--- config.mk ---
export PLATFORM = sky130hd
export DESIGN_NAME = mole_round_ctrl_flat
export DESIGN_NICKNAME = d
export VERILOG_FILES = /design/src/rtl/mole_round_if.sv /design/src/rtl/mole_round_ctrl.sv /design/src/flat_wrapper.sv
export SDC_FILE = /design/constraint.sdc
export NUM_CORES = 1
export LEC_CHECK = 0
export ABC_AREA = 1
export CAP_MARGIN = 20
export CELL_PAD_IN_SITES_DETAIL_PLACEMENT = 0
export CELL_PAD_IN_SITES_GLOBAL_PLACEMENT = 2
export CORE_MARGIN = 5
export CORE_UTILIZATION = 32
export DETAILED_ROUTE_END_ITERATION = 10
export GPL_TIMING_DRIVEN = 1
export PLACE_DENSITY = 0.78
export REMOVE_ABC_BUFFERS = 1
export SLEW_MARGIN = 25
export SYNTH_ARGS = -nofsm -noshare
export SYNTH_HDL_FRONTEND = slang
export SYNTH_SLANG_ARGS = --single-unit
--- constraint.sdc ---
create_clock -name clk -period 8.95 [get_ports clk]
set_input_delay 2.685 -clock clk [delete_from_list [all_inputs] [get_ports clk]]
set_output_delay 2.685 -clock clk [all_outputs]
set_load 0.05 [all_outputs]
--- src/rtl/mole_round_if.sv ---
// Control inputs and score/display outputs of the whack-a-mole round controller.
// The controller takes the slave modport, the driving environment the master modport.
interface mole_round_if #(
    parameter int unsigned N_HOLES = 10,
    parameter int unsigned CNT_W   = 6
);
    logic               tick;
    logic               start;
    logic [CNT_W-1:0]   round_target;
    logic [N_HOLES-1:0] switch;
    logic [N_HOLES-1:0] mole;
    logic [CNT_W-1:0]   hits;
    logic [CNT_W-1:0]   misses;
    logic [CNT_W-1:0]   rounds_done;
    logic [2:0]         state;
    logic               game_over;
    logic [1:0]         grade;

    modport master (
        output tick, start, round_target, switch,
        input  mole, hits, misses, rounds_done, state, game_over, grade
    );

    modport slave (
        input  tick, start, round_target, switch,
        output mole, hits, misses, rounds_done, state, game_over, grade
    );
endinterface

--- src/rtl/mole_round_ctrl.sv ---
// Whack-a-mole round controller: LFSR-picked hole per round, tick-timed lit window,
// hit/miss scoring and a miss-based grade once the programmed round count is reached.
module mole_round_ctrl #(
    parameter int unsigned N_HOLES   = 10,
    parameter int unsigned CNT_W     = 6,
    parameter int unsigned UP_TICKS  = 4,
    parameter int unsigned GAP_TICKS = 1,
    parameter logic [7:0]  LFSR_SEED = 8'hA5
) (
    input logic         clk,
    input logic         rst_n,
    mole_round_if.slave bus
);
    localparam int unsigned IDX_W = (N_HOLES > 1) ? $clog2(N_HOLES) : 1;
    localparam int unsigned TCK_W = 16;

    typedef enum logic [2:0] {
        StIdle  = 3'd0,
        StSpawn = 3'd1,
        StUp    = 3'd2,
        StGap   = 3'd3,
        StOver  = 3'd4
    } state_e;

    state_e             state_q;
    logic [7:0]         lfsr_q;
    logic [CNT_W-1:0]   target_q, hits_q, misses_q, rounds_q;
    logic [N_HOLES-1:0] mole_q;
    logic [IDX_W-1:0]   prev_idx_q;
    logic [TCK_W-1:0]   tick_cnt_q;
    logic               armed_q, game_over_q;

    logic [N_HOLES-1:0] sw_hot;
    logic [31:0]        raw_idx;
    logic [IDX_W-1:0]   spawn_idx;
    logic [CNT_W-1:0]   rounds_inc;
    logic [31:0]        miss_ext;
    logic               start_ok, lfsr_fb, up_hit, up_wrong, up_timeout, round_end;

    function automatic logic [CNT_W-1:0] sat_inc(input logic [CNT_W-1:0] v);
        return (v == '1) ? v : v + CNT_W'(1);
    endfunction

    always_comb begin
        // Several switches at once count as no input at all.
        sw_hot = '0;
        if (bus.switch != '0 && (bus.switch & (bus.switch - N_HOLES'(1))) == '0) begin
            sw_hot = bus.switch;
        end

        raw_idx = 32'(lfsr_q) % N_HOLES;
        if (raw_idx == 32'(prev_idx_q)) begin
            spawn_idx = IDX_W'((raw_idx + 32'd1) % N_HOLES);
        end else begin
            spawn_idx = IDX_W'(raw_idx);
        end

        lfsr_fb    = lfsr_q[7] ^ lfsr_q[5] ^ lfsr_q[4] ^ lfsr_q[3];
        rounds_inc = rounds_q + CNT_W'(1);
        start_ok   = bus.start && (bus.round_target != '0);

        // armed_q is the value entering the cycle: a held-over switch cannot score.
        up_hit     = armed_q && (sw_hot != '0) && (sw_hot == mole_q);
        up_wrong   = armed_q && (sw_hot != '0) && (sw_hot != mole_q);
        up_timeout = !(armed_q && (sw_hot != '0)) && bus.tick &&
                     (tick_cnt_q == TCK_W'(UP_TICKS - 1));
        round_end  = up_hit || up_wrong || up_timeout;

        miss_ext = 32'(misses_q);
        if (miss_ext < 32'd5) begin
            bus.grade = 2'd0;
        end else if (miss_ext < 32'd10) begin
            bus.grade = 2'd1;
        end else if (miss_ext < 32'd15) begin
            bus.grade = 2'd2;
        end else begin
            bus.grade = 2'd3;
        end
    end

    always_ff @(posedge clk) begin
        if (!rst_n) begin
            state_q     <= StIdle;
            lfsr_q      <= LFSR_SEED;
            target_q    <= '0;
            hits_q      <= '0;
            misses_q    <= '0;
            rounds_q    <= '0;
            mole_q      <= '0;
            prev_idx_q  <= '0;
            tick_cnt_q  <= '0;
            armed_q     <= 1'b0;
            game_over_q <= 1'b0;
        end else begin
            lfsr_q <= {lfsr_q[6:0], lfsr_fb};
            unique case (state_q)
                StIdle, StOver: begin
                    if (start_ok) begin
                        target_q    <= bus.round_target;
                        hits_q      <= '0;
                        misses_q    <= '0;
                        rounds_q    <= '0;
                        game_over_q <= 1'b0;
                        state_q     <= StSpawn;
                    end
                end
                StSpawn: begin
                    mole_q     <= N_HOLES'(1) << spawn_idx;
                    prev_idx_q <= spawn_idx;
                    tick_cnt_q <= '0;
                    armed_q    <= 1'b0;
                    state_q    <= StUp;
                end
                StUp: begin
                    if (bus.switch == '0) begin
                        armed_q <= 1'b1;
                    end
                    if (up_hit) begin
                        hits_q <= sat_inc(hits_q);
                    end
                    if (up_wrong || up_timeout) begin
                        misses_q <= sat_inc(misses_q);
                    end
                    if (round_end) begin
                        mole_q     <= '0;
                        rounds_q   <= rounds_inc;
                        tick_cnt_q <= '0;
                        if (rounds_inc == target_q) begin
                            state_q     <= StOver;
                            game_over_q <= 1'b1;
                        end else begin
                            state_q <= StGap;
                        end
                    end else if (bus.tick) begin
                        tick_cnt_q <= tick_cnt_q + TCK_W'(1);
                    end
                end
                StGap: begin
                    if (bus.tick) begin
                        if (tick_cnt_q == TCK_W'(GAP_TICKS - 1)) begin
                            tick_cnt_q <= '0;
                            state_q    <= StSpawn;
                        end else begin
                            tick_cnt_q <= tick_cnt_q + TCK_W'(1);
                        end
                    end
                end
                default: state_q <= StIdle;
            endcase
        end
    end

    assign bus.mole        = mole_q;
    assign bus.hits        = hits_q;
    assign bus.misses      = misses_q;
    assign bus.rounds_done = rounds_q;
    assign bus.state       = state_q;
    assign bus.game_over   = game_over_q;

endmodule

--- src/flat_wrapper.sv ---
// flat-port wrapper written by rule: the top's interface ports become plain ports
module mole_round_ctrl_flat 
#(
    parameter int unsigned N_HOLES   = 10,
    parameter int unsigned CNT_W     = 6,
    parameter int unsigned UP_TICKS  = 4,
    parameter int unsigned GAP_TICKS = 1,
    parameter logic [7:0]  LFSR_SEED = 8'hA5
)
  (clk, rst_n, bus_tick, bus_start, bus_round_target, bus_switch, bus_mole, bus_hits, bus_misses, bus_rounds_done, bus_state, bus_game_over, bus_grade);
  mole_round_if #(.N_HOLES(N_HOLES), .CNT_W(CNT_W)) bus_i ();
  input logic clk;
  input logic rst_n;
  input wire logic [$bits(bus_i.tick)-1:0] bus_tick;
  input wire logic [$bits(bus_i.start)-1:0] bus_start;
  input wire logic [$bits(bus_i.round_target)-1:0] bus_round_target;
  input wire logic [$bits(bus_i.switch)-1:0] bus_switch;
  output wire logic [$bits(bus_i.mole)-1:0] bus_mole;
  output wire logic [$bits(bus_i.hits)-1:0] bus_hits;
  output wire logic [$bits(bus_i.misses)-1:0] bus_misses;
  output wire logic [$bits(bus_i.rounds_done)-1:0] bus_rounds_done;
  output wire logic [$bits(bus_i.state)-1:0] bus_state;
  output wire logic [$bits(bus_i.game_over)-1:0] bus_game_over;
  output wire logic [$bits(bus_i.grade)-1:0] bus_grade;
  assign bus_i.tick = bus_tick;
  assign bus_i.start = bus_start;
  assign bus_i.round_target = bus_round_target;
  assign bus_i.switch = bus_switch;
  assign bus_mole = bus_i.mole;
  assign bus_hits = bus_i.hits;
  assign bus_misses = bus_i.misses;
  assign bus_rounds_done = bus_i.rounds_done;
  assign bus_state = bus_i.state;
  assign bus_game_over = bus_i.game_over;
  assign bus_grade = bus_i.grade;
  mole_round_ctrl #(.N_HOLES(N_HOLES), .CNT_W(CNT_W), .UP_TICKS(UP_TICKS), .GAP_TICKS(GAP_TICKS), .LFSR_SEED(LFSR_SEED)) u_core (.clk(clk), .rst_n(rst_n), .bus(bus_i));
endmodule
# After elaboration in Yosys (flattened, before gate mapping)
# Cells that the tools add are included.
[word_totals] in_bits=20 ram_bits=0 mem_count=0 mem_bits_ro=0 word_cells=113 out_inout_bits=34 latch_bits=0 register_bits=67
[op_classes] bitwise=4 mux=33 magnitude_cmp=3 eq_ne=22 multipliers=0 reduce_logical=31 n_shift=1 add_sub_neg=6 n_div=2
[ops] cell="$mux 16" n=4
[ops] cell="$pmux 16 s3" n=1
[ops] cell="$mux 6" n=6
[ops] cell="$pmux 6 s2" n=3
[ops] cell="$add 32x1->32 const B" n=1
[ops] cell="$eq 32x4->1" n=1
[ops] cell="$mod 32x4->32 const B" n=1
[ops] cell="$mod 8x4->32 const B" n=1
[ops] cell="$logic_not 10->1" n=2
[ops] cell="$mux 10" n=2
[ops] cell="$pmux 10 s2" n=1
[ops] cell="$reduce_bool 10->1" n=2
[ops] cell="$add 6x1->6 const B" n=3
[ops] cell="$add 16x1->16 const B" n=1
[ops] cell="$eq 16x2->1 const B" n=1
[ops] cell="$logic_not 16->1" n=1
[ops] cell="$reduce_and 4->1" n=4
[ops] cell="$mux 3" n=5
[ops] cell="$ne 2x1->1 const B" n=7
[ops] cell="$eq 6x6->1 const B" n=2
[ops] cell="$lt 6x4->1 const B" n=2
[ops] cell="$pmux 3 s4" n=1
[ops] cell="$and 10x10->10" n=1
[ops] cell="$eq 10x10->1" n=1
[ops] cell="other kinds (25)" n=48

# Logic depth before layout (Yosys ltp)
[depth] ltp_word=13 depth_mapped=74 ltp_nobuf=74

# Least setup slack after synthesis
# Ideal clock, no wire load.
[synth_timing] path_kind="reg-to-reg" from="register u_core.lfsr_q[5]" to="register u_core.prev_idx_q[3]" path_slack_ns=2.523 required_time_ns=8.894 path_stages_with_launch=65 synth_period_minus_slack_ns=6.427 t_arrival_ns=6.370 n_path_buf=1 setup_time_ns=0.056 cell_sequence="dfxtp_1 inv_2 nand2_2 ha_1 o21ai_2 nand2_1 nand3_1 nand2_2 nor2_4 nand2_2 nand3b_1 nand2_2 nor2_2 nand3_2 nand2_1 nand2_2 o21ai_4 nand3_4 (+29 left out) nand2_2 nand2_2 nand3_2 nand3_1 nand2_1 nand3_1 nand2_2 nand3_1 nand2_1 inv_1 nand3_1 nand2_1 nand2_1 nand3_2 nand2_4 nor2_2 or2_1 inv_1"
[synth_between] elab_chain_len=4 word_cells_on_any_way=5 classes_between="add/sub (1); div (2); eq/ne (1); mux (1)"
[synth_lines] element="from (decl)" line_no="mole_round_ctrl.sv:26" text="logic [7:0] lfsr_q;"
[synth_lines] element="from (signal assigned)" line_no="mole_round_ctrl.sv:95" text="lfsr_q <= {lfsr_q[6:0], lfsr_fb};"
[synth_lines] element="$mod 8x4->32 *" line_no="mole_round_ctrl.sv:51" text="raw_idx = 32'(lfsr_q) % N_HOLES;"
[synth_lines] element="$add 32x1->32" line_no="mole_round_ctrl.sv:53" text="spawn_idx = IDX_W'((raw_idx + 32'd1) % N_HOLES);"
[synth_lines] element="$mod 32x4->32" line_no="mole_round_ctrl.sv:53"
[synth_lines] element="$mux 4 *" line_no="mole_round_ctrl.sv:52" text="if (raw_idx == 32'(prev_idx_q)) begin"
[synth_lines] element="to (signal assigned)" line_no="mole_round_ctrl.sv:109" text="prev_idx_q <= spawn_idx;"
[synth_lines] element="to (decl)" line_no="mole_round_ctrl.sv:29" text="logic [IDX_W-1:0] prev_idx_q;"
# Every way passes the cells marked *; elsewhere a longest branch is shown, timed or not.
# A chain may end at the register's enable or synchronous reset.

# Worst setup path after layout
[layout_timing] from="register u_core.lfsr_q[6]" to="register u_core.mole_q[1] (netlist: u_core.bus.mole[1])"
[layout_between] elab_chain_len=6 word_cells_on_any_way=7 classes_between="add/sub (1); div (2); eq/ne (1); shift (1); mux (2)"
[layout_lines] element="$mod 8x4->32 *" line_no="mole_round_ctrl.sv:51"
[layout_lines] element="$add 32x1->32" line_no="mole_round_ctrl.sv:53"
[layout_lines] element="$mod 32x4->32" line_no="mole_round_ctrl.sv:53"
[layout_lines] element="$mux 4 *" line_no="mole_round_ctrl.sv:52"
[layout_lines] element="$shl 1x4->10 *" line_no="mole_round_ctrl.sv:108" text="mole_q <= N_HOLES'(1) << spawn_idx;"
[layout_lines] element="$pmux 10 s2 *" line_no="mole_round_ctrl.sv:96" text="unique case (state_q)"
[layout_lines] element="to (signal assigned)" line_no="mole_round_ctrl.sv:108"
[layout_lines] element="to (decl)" line_no="mole_round_ctrl.sv:28" text="logic [N_HOLES-1:0] mole_q;"
# Marks and branches as above.

==> out/metrics.yaml <==
cp-start-kind: "register"
ios: 54
fmax_ghz: 0.1303
actual_slew_at_the_worst_max_slew_pin_ns: 0.9203
grt_max_degree: 31
max_capacitance_violation_count: 0
regToRegStartpoint: "u_core.lfsr_q[6]$_SDFF_PN0_"
final_sum_of_negative_setup_slack_ns: 0
synth_enable_flop_cells: 0
synth_ff_type: "sky130_fd_sc_hd__dfxtp_1"
first_global_vias: 5061
critical_path_required_ns: 9.18
critPathMaxStageDelay_ns: 0.71
clock_latency_ns: 0.33
postSynthRegisterBits: 67
finish.net_count: 940
worst_ep_arrival_time_ns: 7.90
layout_min_cycle_time_ns: 7.672
yosys-top-cells-area: "sky130_fd_sc_hd__dfxtp_1 24%, sky130_fd_sc_hd__nand2_1 13%, sky130_fd_sc_hd__inv_1 8.2%"
fp-row-count: 48
critical-path-top-cell-by-count: "sky130_fd_sc_hd__nand2_2"
place.port_buffers: 53
via_count: 5447
grt_pass1_wl_mm: 24.01
crit_path_from: "u_core.lfsr_q[6]$_SDFF_PN0_"
clkSlewWorstSetupHoldPaths_ns: 0.06
initial_utilization_pct: 32.26
outcome: "finished clean"
cts_tree: "built"
r2r_cells: 62
seq_area_frac_synth_pct: 24.29
area.growth.synth_to_final_pct: 19.47
postRouteAntennaNets: 0
drt_iter0_markers: 300
hold_viol: 0
drt_drc_violations_left: 0
cts-hold-fix-buffers: 0
finalWirelength_mm: 14.18
regToRegSetupSlack_ns: 1.28
area_of_the_mapped_netlist_um2: 5522
drt-wirelength-per-cell_um: 12.46
die_h_um: 141.4
finalMaxSlewViolations: 0
die-area_um2: 19980
floorplan.die.width_um: 141.4
clockRootBuffer: "sky130_fd_sc_hd__clkbuf_16"
cts_resized: 0
detail_route.vias_per_cell: 4.786
globalRouteOverflowTotal: 0
synth_cell_type_count: 54
number_of_iterations_in_the_first_detailed_routing_pass: 5
core_um2: 17120
dpl_worst_slack_ns: 1.283
synthesis.yosys.warnings: 0
final.period_utilization_pct: 85.72
slew_headroom_pct: 38.17
cts_buffers: 9
clock_sinks: 67
globalplace.congestion: 0.8005
drive_above_1_share_pct: 14.13
worst_r2r_endpoint: "u_core.bus.mole[1]$_SDFFE_PN0P_"
track_usage_pct: 14.23
share_of_yosys_cell_area_claimed_by_the_top_area_cell_type_pct: 24.29
htreeDepth: 3
yosys.area.top_type: "sky130_fd_sc_hd__dfxtp_1"
num_antenna_cells: 0
postCtsSetupBuffers: 0
antenna_found_initial: 0
postLayoutCellArea_um2: 6596
post-dp-hpwl_mm: 11.38
placed_cell_area_um2: 6302
syn_avg_cell_area_um2: 6.473
slowest_stage: "sky130_fd_sc_hd__nor3_2"
crit_end: "u_core.bus.mole[1]$_SDFFE_PN0P_"
synthesis.instances: 853
clock_tree.buffer_depth: 2
crit_fanout: 11
rsz0062_at_grt: "false"
min-delay-start: "u_core.target_q[3]$_SDFFE_PN0P_"
synth_async_sr_flop_share_pct: 0
setup-violations-final: 0
criticalPathCategory: "reg -> reg"
fin_worst_skew_ns: 0.01018
worst_slack_ns: 1.278
timing.critical_path.to_type: "register"
worstHoldPathType: "reg -> reg"
==> registers in the layout (all words and copies together) (netlist names) <==
name and flops:
u_core.armed_q 1, u_core.bus.game_over 1, u_core.bus.hits 6, u_core.bus.misses 6, u_core.bus.mole 10, u_core.bus.rounds_done 6
u_core.bus.state 3, u_core.lfsr_q 8, u_core.prev_idx_q 4, u_core.target_q 6, u_core.tick_cnt_q 16
==> cells in the mapped netlist, types with 4 or more instances <==
master / number
sky130_fd_sc_hd__nand2_1: 184
sky130_fd_sc_hd__inv_1: 120
sky130_fd_sc_hd__nand3_1: 74
sky130_fd_sc_hd__dfxtp_1: 67
sky130_fd_sc_hd__nor2_1: 67
sky130_fd_sc_hd__a21oi_1: 45
sky130_fd_sc_hd__nand2_2: 35
sky130_fd_sc_hd__o21ai_0: 28
sky130_fd_sc_hd__nand4_1: 25
sky130_fd_sc_hd__nand3_2: 24
sky130_fd_sc_hd__xor2_1: 21
sky130_fd_sc_hd__nor3_1: 20
sky130_fd_sc_hd__inv_2: 13
sky130_fd_sc_hd__ha_1: 12
sky130_fd_sc_hd__xnor2_1: 11
sky130_fd_sc_hd__a211oi_1: 10
sky130_fd_sc_hd__clkbuf_1: 10
sky130_fd_sc_hd__nor2_2: 9
sky130_fd_sc_hd__nor4_1: 8
sky130_fd_sc_hd__nor2_4: 6
sky130_fd_sc_hd__nand2_4: 5
sky130_fd_sc_hd__o211ai_1: 5
sky130_fd_sc_hd__or2_1: 4
==> critical path, delay by kind of cell (launching register included) <==
family                     cells  cell delay, ns
AOI/OAI and AO/OA              4            0.36
adders and majority gates      2            0.44
buffers and inverters          8            0.58
DFF                            1            0.35
and+or+nand+nor               48            5.81
==> cell type report <==
type                            count  area (um2)
Fill cell                        1844       10520
Multi-Input combinational cell    640        3621
Sequential cell                    67        1341
Timing Repair Buffer               56       553.0
Inverter                          134       505.5
Tap cell                          225       281.5
Clock buffer                        9       225.2
Clock inverter                      7       68.82
==> cells by family after synthesis <==
family / after synthesis / share of synthesized area [%]
DFF: 67 / 24.29
AOI/OAI and AO/OA: 115 / 12.96
and+or+nand+nor: 481 / 44.82
adders and majority gates: 12 / 2.719
buffers and inverters: 146 / 10.13
xor gates and xnor gates: 32 / 5.076
==> worst min-delay path by stage <==
stage          depth (start not counted)  slack (ns)                               to
2_1_floorplan                          2        0.44  u_core.target_q[3]$_SDFFE_PN0P_
3_3_place_gp                           2        0.46      u_core.armed_q$_SDFFE_PN0P_
3_5_place_dp                           2        0.47      u_core.armed_q$_SDFFE_PN0P_
4_1_cts                                2        0.48      u_core.armed_q$_SDFFE_PN0P_
5_1_grt                                2        0.50  u_core.target_q[5]$_SDFFE_PN0P_
6_report                               2        0.47  u_core.target_q[3]$_SDFFE_PN0P_
==> cell usage in the layout (no fill, tap or decap), drive strengths merged, types with 10 or more instances in the layout <==
| master | netlist | final |
|---|---|---|
| a211oi | 10 | 10 |
| dfxtp | 67 | 67 |
| a21oi | 51 | 51 |
| xnor2 | 11 | 11 |
| nand2 | 224 | 224 |
| nor3 | 21 | 21 |
| nand4 | 25 | 25 |
| nand3 | 100 | 100 |
| ha | 12 | 12 |
| o21ai | 33 | 33 |
| xor2 | 21 | 21 |
| inv | 134 | 133 |
| nor2 | 83 | 83 |
| clkdlybuf4s50 | 0 | 53 |
==> metrics by stage <==
step	util, %	std cells	hold WS, ns
floorplan	-	841	0.4407
global placement	36.82	1122	0.4587
detailed placement	36.82	1122	0.4666
CTS	38.54	1138	0.4753
global route	38.54	1138	0.4984
finish	38.54	1138	0.4744
==> per-layer routing <==
| layer | vias to the layer above | share of wire [%] | GRT usage [%] |
|---|---|---|---|
| met4 | 0 | 0.50 | 2.448 |
| met5 | - | 0 | 0 |
| li1 | 2922 | - | - |
| met3 | 7 | 3.6 | 2.494 |
| met1 | 2446 | 51 | 20.23 |
| met2 | 72 | 45 | 22.87 |
Power is not shown: default switching activity piles up to over one toggle a cycle in this logic, so the estimate is an artifact.
